[config.mk]
export PLATFORM = sky130hd
export DESIGN_NAME = btb
export DESIGN_NICKNAME = d
export VERILOG_FILES = /design/src/rtl/cpu_defs.sv /design/src/rtl/btb_sat_ctr.sv /design/src/rtl/btb.sv
export SDC_FILE = /design/constraint.sdc
export NUM_CORES = 2
export LEC_CHECK = 0
export CAP_MARGIN = 10
export CORE_UTILIZATION = 40
export CTS_BUF_LIST = sky130_fd_sc_hd__clkbuf_8
export CTS_CLUSTER_SIZE = 24
export DETAILED_ROUTE_END_ITERATION = 6
export SLEW_MARGIN = 20
export SYNTH_ARGS = -nofsm -noshare
export SYNTH_HDL_FRONTEND = slang
export SYNTH_HIERARCHICAL = 1
export SYNTH_SLANG_ARGS = --single-unit
[constraint.sdc]
create_clock -name clk -period 14.4 [get_ports clk]
set_clock_uncertainty 0.2 [all_clocks]
set_input_delay 2.88 -clock clk [delete_from_list [all_inputs] [get_ports clk]]
set_output_delay 2.88 -clock clk [all_outputs]
set_load 0.01 [all_outputs]
[src/rtl/cpu_defs.sv]
// ----------------------------------------------------------------------------
// cpu_defs: types shared between fetch, execute and the branch target buffer.
//
// Contents
//   BTB_ENTRY_NUM / BTB_TAG_W : default BTB geometry
//   btb_predict_t             : registered BTB prediction seen by fetch
//   btb_update_t              : resolved-branch training record from execute
//   btb_entry_t               : one BTB entry at the default tag width
// ----------------------------------------------------------------------------
package cpu_defs;

  localparam int BTB_ENTRY_NUM = 64;
  localparam int BTB_TAG_W     = 16;

  typedef struct packed {
    logic        valid;
    logic [31:0] npc;
  } btb_predict_t;

  typedef struct packed {
    logic        valid;
    logic [31:0] pc;
    logic [31:0] target;
    logic        taken;
    logic        is_branch;
    logic        is_uncond;
  } btb_update_t;

  typedef struct packed {
    logic                 valid;
    logic [BTB_TAG_W-1:0] tag;
    logic [29:0]          target;
    logic [1:0]           ctr;
    logic                 uncond;
  } btb_entry_t;

endpackage

[src/rtl/btb_sat_ctr.sv]
// ----------------------------------------------------------------------------
// btb_sat_ctr: combinational 2-bit saturating direction counter step.
//
// Ports
//   ctr_i  in   2  current counter value
//   inc_i  in   1  1 = step towards strongly taken, 0 = towards strongly not-taken
//   ctr_o  out  2  next counter value, clamped to [2'b00, 2'b11]
// ----------------------------------------------------------------------------
module btb_sat_ctr (
  input  logic [1:0] ctr_i,
  input  logic       inc_i,
  output logic [1:0] ctr_o
);

  function automatic logic [1:0] sat_step(input logic [1:0] c, input logic up);
    logic [1:0] r;
    r = c;
    if (up && (c != 2'b11)) begin
      r = c + 2'd1;
    end else if (!up && (c != 2'b00)) begin
      r = c - 2'd1;
    end
    return r;
  endfunction

  assign ctr_o = sat_step(ctr_i, inc_i);

endmodule

[src/rtl/btb.sv]
// ----------------------------------------------------------------------------
// btb: direct-mapped branch target buffer answering fetch-stage queries.
//
// Fetch presents its next PC every cycle; one cycle later btb_predict holds a
// registered taken/target prediction for it. Execute trains the table with
// resolved branches. Entries carry a partial tag, a word-aligned target, a
// 2-bit saturating direction counter and an unconditional flag.
//
// Ports
//   clk          in   1              clock
//   rst          in   1              asynchronous active-high reset
//   btb_is_stall in   1              fetch stalled: hold btb_predict
//   btb_pc       in   32             lookup PC
//   btb_predict  out  btb_predict_t  prediction for the last non-stalled btb_pc
//   upd          in   btb_update_t   resolved-branch training record
//
// Build option
//   BTB_FWD_EN : when defined, a lookup that hits the index being written in
//                the same cycle sees the post-update entry; otherwise the
//                lookup reads the pre-update contents.
// ----------------------------------------------------------------------------
module btb
  import cpu_defs::*;
#(
  parameter int ENTRY_NUM = BTB_ENTRY_NUM,
  parameter int TAG_W     = BTB_TAG_W
) (
  input  logic         clk,
  input  logic         rst,
  input  logic         btb_is_stall,
  input  logic [31:0]  btb_pc,
  output btb_predict_t btb_predict,
  input  btb_update_t  upd
);

  localparam int IDX_W = $clog2(ENTRY_NUM);

  // Entry storage, one array per field.
  logic             valid_q [ENTRY_NUM];
  logic [TAG_W-1:0] tag_q   [ENTRY_NUM];
  logic [29:0]      tgt_q   [ENTRY_NUM];
  logic [1:0]       ctr_q   [ENTRY_NUM];
  logic             unc_q   [ENTRY_NUM];

  logic             pred_valid_q;
  logic [31:0]      pred_npc_q;

  // ---------------- training path: next value of the addressed entry -------
  logic [IDX_W-1:0] u_idx;
  logic [TAG_W-1:0] u_tag;
  logic             u_hit;
  logic [1:0]       u_ctr_step;

  logic             wr_en;
  logic             ent_valid_d;
  logic [TAG_W-1:0] ent_tag_d;
  logic [29:0]      ent_tgt_d;
  logic [1:0]       ent_ctr_d;
  logic             ent_unc_d;

  assign u_idx = upd.pc[IDX_W+1:2];
  assign u_tag = upd.pc[IDX_W+2 +: TAG_W];
  assign u_hit = valid_q[u_idx] && (tag_q[u_idx] == u_tag);

  btb_sat_ctr u_sat_ctr (
    .ctr_i (ctr_q[u_idx]),
    .inc_i (upd.taken),
    .ctr_o (u_ctr_step)
  );

  always_comb begin
    wr_en       = 1'b0;
    ent_valid_d = valid_q[u_idx];
    ent_tag_d   = tag_q[u_idx];
    ent_tgt_d   = tgt_q[u_idx];
    ent_ctr_d   = ctr_q[u_idx];
    ent_unc_d   = unc_q[u_idx];
    if (upd.valid) begin
      if (upd.is_branch) begin
        if (u_hit) begin
          wr_en     = 1'b1;
          ent_ctr_d = u_ctr_step;
          ent_unc_d = upd.is_uncond;
          if (upd.taken) begin
            ent_tgt_d = upd.target[31:2];
          end
        end else if (upd.taken) begin
          // Miss on a taken branch: claim the slot, starting weakly taken.
          wr_en       = 1'b1;
          ent_valid_d = 1'b1;
          ent_tag_d   = u_tag;
          ent_tgt_d   = upd.target[31:2];
          ent_ctr_d   = 2'b10;
          ent_unc_d   = upd.is_uncond;
        end
      end else if (u_hit) begin
        // A non-branch matched the tag: the entry is an alias, drop it.
        wr_en       = 1'b1;
        ent_valid_d = 1'b0;
      end
    end
  end

  always_ff @(posedge clk or posedge rst) begin
    if (rst) begin
      for (int i = 0; i < ENTRY_NUM; i++) begin
        valid_q[i] <= 1'b0;
        ctr_q[i]   <= 2'b01;
      end
    end else if (wr_en) begin
      valid_q[u_idx] <= ent_valid_d;
      ctr_q[u_idx]   <= ent_ctr_d;
    end
  end

  // Tag, target and uncond are only meaningful while valid is set.
  always_ff @(posedge clk) begin
    if (wr_en) begin
      tag_q[u_idx] <= ent_tag_d;
      tgt_q[u_idx] <= ent_tgt_d;
      unc_q[u_idx] <= ent_unc_d;
    end
  end

  // ---------------- lookup path: read entry, form prediction ---------------
  logic [IDX_W-1:0] l_idx;
  logic [TAG_W-1:0] l_tag;
  logic             rd_valid;
  logic [TAG_W-1:0] rd_tag;
  logic [29:0]      rd_tgt;
  logic [1:0]       rd_ctr;
  logic             rd_unc;
  logic             pred_valid_d;
  logic [31:0]      pred_npc_d;

  assign l_idx = btb_pc[IDX_W+1:2];
  assign l_tag = btb_pc[IDX_W+2 +: TAG_W];

`ifdef BTB_FWD_EN
  logic fwd;
  assign fwd      = wr_en && (u_idx == l_idx);
  assign rd_valid = fwd ? ent_valid_d : valid_q[l_idx];
  assign rd_tag   = fwd ? ent_tag_d   : tag_q[l_idx];
  assign rd_tgt   = fwd ? ent_tgt_d   : tgt_q[l_idx];
  assign rd_ctr   = fwd ? ent_ctr_d   : ctr_q[l_idx];
  assign rd_unc   = fwd ? ent_unc_d   : unc_q[l_idx];
`else
  assign rd_valid = valid_q[l_idx];
  assign rd_tag   = tag_q[l_idx];
  assign rd_tgt   = tgt_q[l_idx];
  assign rd_ctr   = ctr_q[l_idx];
  assign rd_unc   = unc_q[l_idx];
`endif

  assign pred_valid_d = rd_valid && (rd_tag == l_tag) && (rd_unc || rd_ctr[1]);
  assign pred_npc_d   = pred_valid_d ? {rd_tgt, 2'b00} : 32'h0;

  // ---------------- prediction register (held while fetch stalls) ----------
  always_ff @(posedge clk or posedge rst) begin
    if (rst) begin
      pred_valid_q <= 1'b0;
      pred_npc_q   <= 32'h0;
    end else if (!btb_is_stall) begin
      pred_valid_q <= pred_valid_d;
      pred_npc_q   <= pred_npc_d;
    end
  end

  assign btb_predict = {pred_valid_q, pred_npc_q};

  // PC bits outside index/tag, target byte offset and the weak counter bit
  // play no part in the prediction.
  logic unused_bits;
  assign unused_bits = ^{btb_pc, upd.pc, upd.target, rd_ctr[0]};

endmodule

## After elaboration in Yosys (flattened, before gate mapping)

Memory sizes are Yosys's and may differ from the RTL's.
Index checks and enable logic that the tools add are counted.

- Register bits: 225
- RAM bits: 3008
- Input port bits: 103
- Output and inout bits: 33
- Logic and storage cells: 208
- Memories: 3

Memories:

| memory | words | width | rd ports | clocked after memory_dff | write ports | RTL line | source |
|---|---|---|---|---|---|---|---|
| tgt_q | 64 | 30 | 1 | 0 | 1 | btb.sv:41 | `logic [29:0] tgt_q [ENTRY_NUM];` |
| tag_q | 64 | 16 | 2 | 0 | 1 | btb.sv:40 | `logic [TAG_W-1:0] tag_q [ENTRY_NUM];` |
| unc_q | 64 | 1 | 1 | 0 | 1 | btb.sv:43 | `logic unc_q [ENTRY_NUM];` |

- $add $sub $neg: 2
- Magnitude comparators: 3
- Eq/ne operators: 9
- Multiplexer cells: 48
- Bitwise operators: 2
- Reduce and logical (&&, ||, !) cells: 11

Operator list:

| cell | count |
|---|---|
| bitwise mux 128 bit | 1 |
| 2-to-1 mux 30 bit | 3 |
| bitwise mux 64 bit | 1 |
| 2-to-1 mux 16 bit | 4 |
| equality test 16 bit | 2 |
| 2-to-1 mux 32 bit | 1 |
| binary-select mux 2 bit (select 6 bit) | 2 |
| 2-to-1 mux 2 bit | 11 |
| 2-to-1 mux 1 bit | 21 |
| >= comparator 7 bit, second input constant | 2 |
| NOT 6 -> 7 bit | 2 |
| binary-select mux 1 bit (select 6 bit) | 2 |
| demux 2 bit (select 6 bit) | 1 |
| AND reduction 4 bit | 2 |
| < comparator 7 x 1 -> 1 bit, second input constant | 1 |
| demux 1 bit (select 6 bit) | 1 |
| logical AND 1 bit | 6 |
| inequality test 2 bit, second input constant | 3 |
| inequality test 4 bit, second input constant | 1 |
| inequality test 3 bit, second input constant | 1 |
| adder 2 x 1 -> 2 bit, second input constant | 1 |
| inequality test 1 bit, second input constant | 2 |
| nonzero test 2 bit | 1 |
| subtractor 2 x 1 -> 2 bit, second input constant | 1 |
| 2 further kinds | 2 |

## Depth between registers and ports, before layout

- Depth after elaboration: 12
- Mapped depth: 23
- Depth with buffers taken out: 15

## Modules after synthesis

The synthesis kept the hierarchy.

Modules (own cells, without submodules):

| module | instances | cells an instance | area an instance (µm²) | seq. area each (µm²) |
|---|---|---|---|---|
| btb | 1 | 6598 | 135283.5 | 95987.1 |
| btb_sat_ctr | 1 | 7 | 60.1 | 0.0 |

## Least setup slack after synthesis

Ideal clock, no wire load.

- Kind: input-to-reg
- From: input port upd[39] (netlist bit)
- To: memory tag_q[0][6] (netlist bit) (data pin)
- Setup time: 0.588 ns
- Arrival: 7.682 ns
- Required time: 13.612 ns
- Path slack: 5.930 ns
- Stages: 14
- Buffers on the path: 3
- Cells stage by stage: buf_4 buf_6 mux2_4 a221o_1 a222oi_1 o22ai_1 or4b_1 xor2_1 nor4_1 nand4_1 nand2_1 clkbuf_1 nor2_1 a31oi_1

RTL lines:

| what | RTL line | source |
|---|---|---|
| start: declaration | btb.sv:33 | `input btb_update_t upd` |
| end: declaration | btb.sv:40 |  |

## Final worst setup path

- From: input port upd[42] (netlist bit)
- To: memory tag_q[3][12] (netlist bit), enable pin

- Cells in the longest elaborated chain, start to end: 10
- Elaborated cells between the ends (all ways): 13
- Classes of those cells: eq/ne (1); mux (9); bitwise (1); reduce/logical (1); memory (1)

RTL lines:

| what |
|---|
| branches (longest 10 deep; another with memory read (64 x 16 bit)) |

Several ways; the timed one is not identified. The select of a mux whose other input is x is not followed.

==> qor.csv <==
metric;value;unit
clkPwrFrac;39.1;%
yosysTopAreaCell;edfxtp_1;
pwr_density_cell;126.6;nW/um2
syn_avg_cell_area;20.49;um2
drt_iter0_drc;9336;
initial_core_util;40.21;%
syn_inst;6605;
cts_inserted_buffers;544;
grt_usage;23.94;%
vias;74925;
antenna_left;0;
hpwl;231400;um
overflow;0;
dr.pass1.iters;6;
viasPerCell;6.253;
core;336600;um2
async_reset_ff_share;6.902;%
grt_max_degree;139;
wl;414000;um
cp_data_required_time;15.00;ns
crit_path_start_kind;input pin;
num_io_pins;136;
maxSlewViolCount;0;
irDropWorstVdd;0.1091;mV
synth_top_cell_area_share;66.74;%
p_sw_share;24.09;%
post-route-min-period;9.807;ns
fin_crit_sh;68.10;%
status;complete, no violations;
total_power;19.37;mW
io_buffers;111;
internal_power;14.70;mW
multi_input_area;38070;um2
seqCellArea;95990;um2
clkTransAtPathRegs;0.06;ns
cts_hold_buf;0;
leakage;49.59;nW
drive_gt1_share;33.44;%
hold_violations;0;
crit_fanout;36;
cp-end-kind;flop;
max-clock-path-buffers;4;
yosysSeqAreaShare;70.92;%
seq_power_share;53.8;%
post_cts_buffers;0;
placementRows;213;
n_fill_cell;28355;
drc;0;
ys.flop_type;edfxtp_1;
synth_common_cells;3008 x edfxtp_1, 1034 x mux4_2, 253 x clkbuf_1;
maxSlewHeadroom;24.29;%
avgRoutedWirePerCell;34.55;um
cts_sinks;3231;
clk_latency;1.19;ns
cts_max_level;6;
area.growth.synth_to_final;13.06;%
finalNetCount;7143;
synthDistinctLibCells;92;
ys_top_cells_by_area;edfxtp_1 67%, mux4_2 17%, dfrtp_1 2.9%;
setup_viol;0;
synth_edf_count;3008;
cts_tree;built;
worst_hold_path_type;reg2reg;
cap_violations;0;
rsz0062_at_grt;no;
die_h;583.7;um
grt_pass1_vias;75673;
max_clock_freq;0.1020;GHz
grt_first_pass_wirelength;576700;um
yosysWarnings;6;
cts-root-buf;clkbuf_8;
synth.most_common_cell;edfxtp_1;
syn-cell-area;135300;um2
finalSetupTns;0;ns
antenna_found_initial;22;
tightest_slew;1.130;ns
comb_power_share;7.1;%
ctsResizeCount;0;
cp.arrival;10.41;ns
die_w;583.7;um
crit_type;in2reg;
yosys_register_bits;3231;
dieArea;340700;um2
power.switching;4.666;mW
gp_congestion;0.8955;
metrics by stage:
stage	cell area (um2)	setup WS [ns]	cells	util (%)	hold WS (ns)
finish	153000	4.593	11983	45.46	0.2775
global route	153000	4.735	11971	45.45	0.3037
global placement	143000	3.760	11006	42.48	0.2697
floorplan	135300	5.320	6606	-	0.2513
detailed placement	143000	3.788	11006	42.48	0.2634
CTS	152900	5.009	11966	45.42	0.2816
worst paths after layout:
check / start / end / slack [ns] / cells after the start
max in group asynchronous: rst / valid_q[7]$_DFFE_PP0P_ / 10.39 / 3
min in group asynchronous: rst / ctr_q[101]$_DFFE_PP0P_ / 2.08 / 2
max reg2reg: tag_q[43][9]$_DFFE_PP_ / tag_q[3][12]$_DFFE_PP_ / 7.64 / 12
min: pred_npc_q[13]$_DFFE_PP0N_ / pred_npc_q[13]$_DFFE_PP0N_ / 0.28 / 2
max: upd[42] / tag_q[3][12]$_DFFE_PP_ / 4.59 / 14
min reg2reg: pred_npc_q[13]$_DFFE_PP0N_ / pred_npc_q[13]$_DFFE_PP0N_ / 0.28 / 2
layer usage:
layer	GRT usage (%)	routed length, um
met3	6.069	44500
met5	0	66
met4	10.33	19140
met1	32.72	161300
met2	36.39	189000
area by class of cell:
cell class / count / area share (%)
clock inverters: 398 / 1.406
repair buffers: 380 / 2.122
diodes: 16 / 0.02616
flip-flops and latches: 3231 / 62.73
clock buffers: 562 / 5.055
well taps: 4515 / 3.692
inverters: 36 / 0.09321
multi-input cells: 2845 / 24.88
cells in the final DEF (no fill, tap or decap), drive strengths merged, types with 133 or more instances in the layout:
cell type     n
edfxtp     3008
mux4       1034
clkbuf      564
buf         308
inv         256
mux2        220
mux2i       209
nor3        189
dfrtp       159
clkinv      151
nor2        144
nand2       133
power groups by stage:
| stage | combinational [mW] | sequential (mW) | clock (mW) |
|---|---|---|---|
| 2_1_floorplan | 0.784 | 10.6 | 0 |
| 3_3_place_gp | 1.32 | 10.6 | 0 |
| 3_5_place_dp | 1.35 | 10.6 | 0 |
| 4_1_cts | 1.35 | 10.4 | 7.72 |
| 5_1_grt | 1.42 | 10.4 | 8.11 |
| 6_report | 1.37 | 10.4 | 7.58 |
worst max-delay path, stage by stage:
cell             delay (ns)
clkdlybuf4s50_1        0.46
buf_4                  0.43
or3b_2                 0.75
buf_4                  0.66
o22ai_1                0.14
o21a_1                 0.28
nor4b_1                0.76
a21oi_1                0.14
nor4b_1                0.83
nand4_1                0.55
o22a_4                 0.63
buf_4                  0.42
nor3_2                 0.89
buf_4                  0.49
cell families after synthesis:
family	share of synthesized area [%]
flip-flops	70.92
adder cells (fa/ha/maj)	0.01849
other	0.002771
AO/OA/AOI/OAI	3.670
buffers and inverters	1.741
multiplexers	20.62
AND/OR/NAND/NOR	2.848
XOR/XNOR	0.1747
sequential cells by signal (all words and copies together), names as in the netlist:
name          flops
pred_npc_q       30
tgt_q          1920
unc_q            64
pred_valid_q      1
valid_q          64
tag_q          1024
ctr_q           128
(Power assumes the default switching activity.)
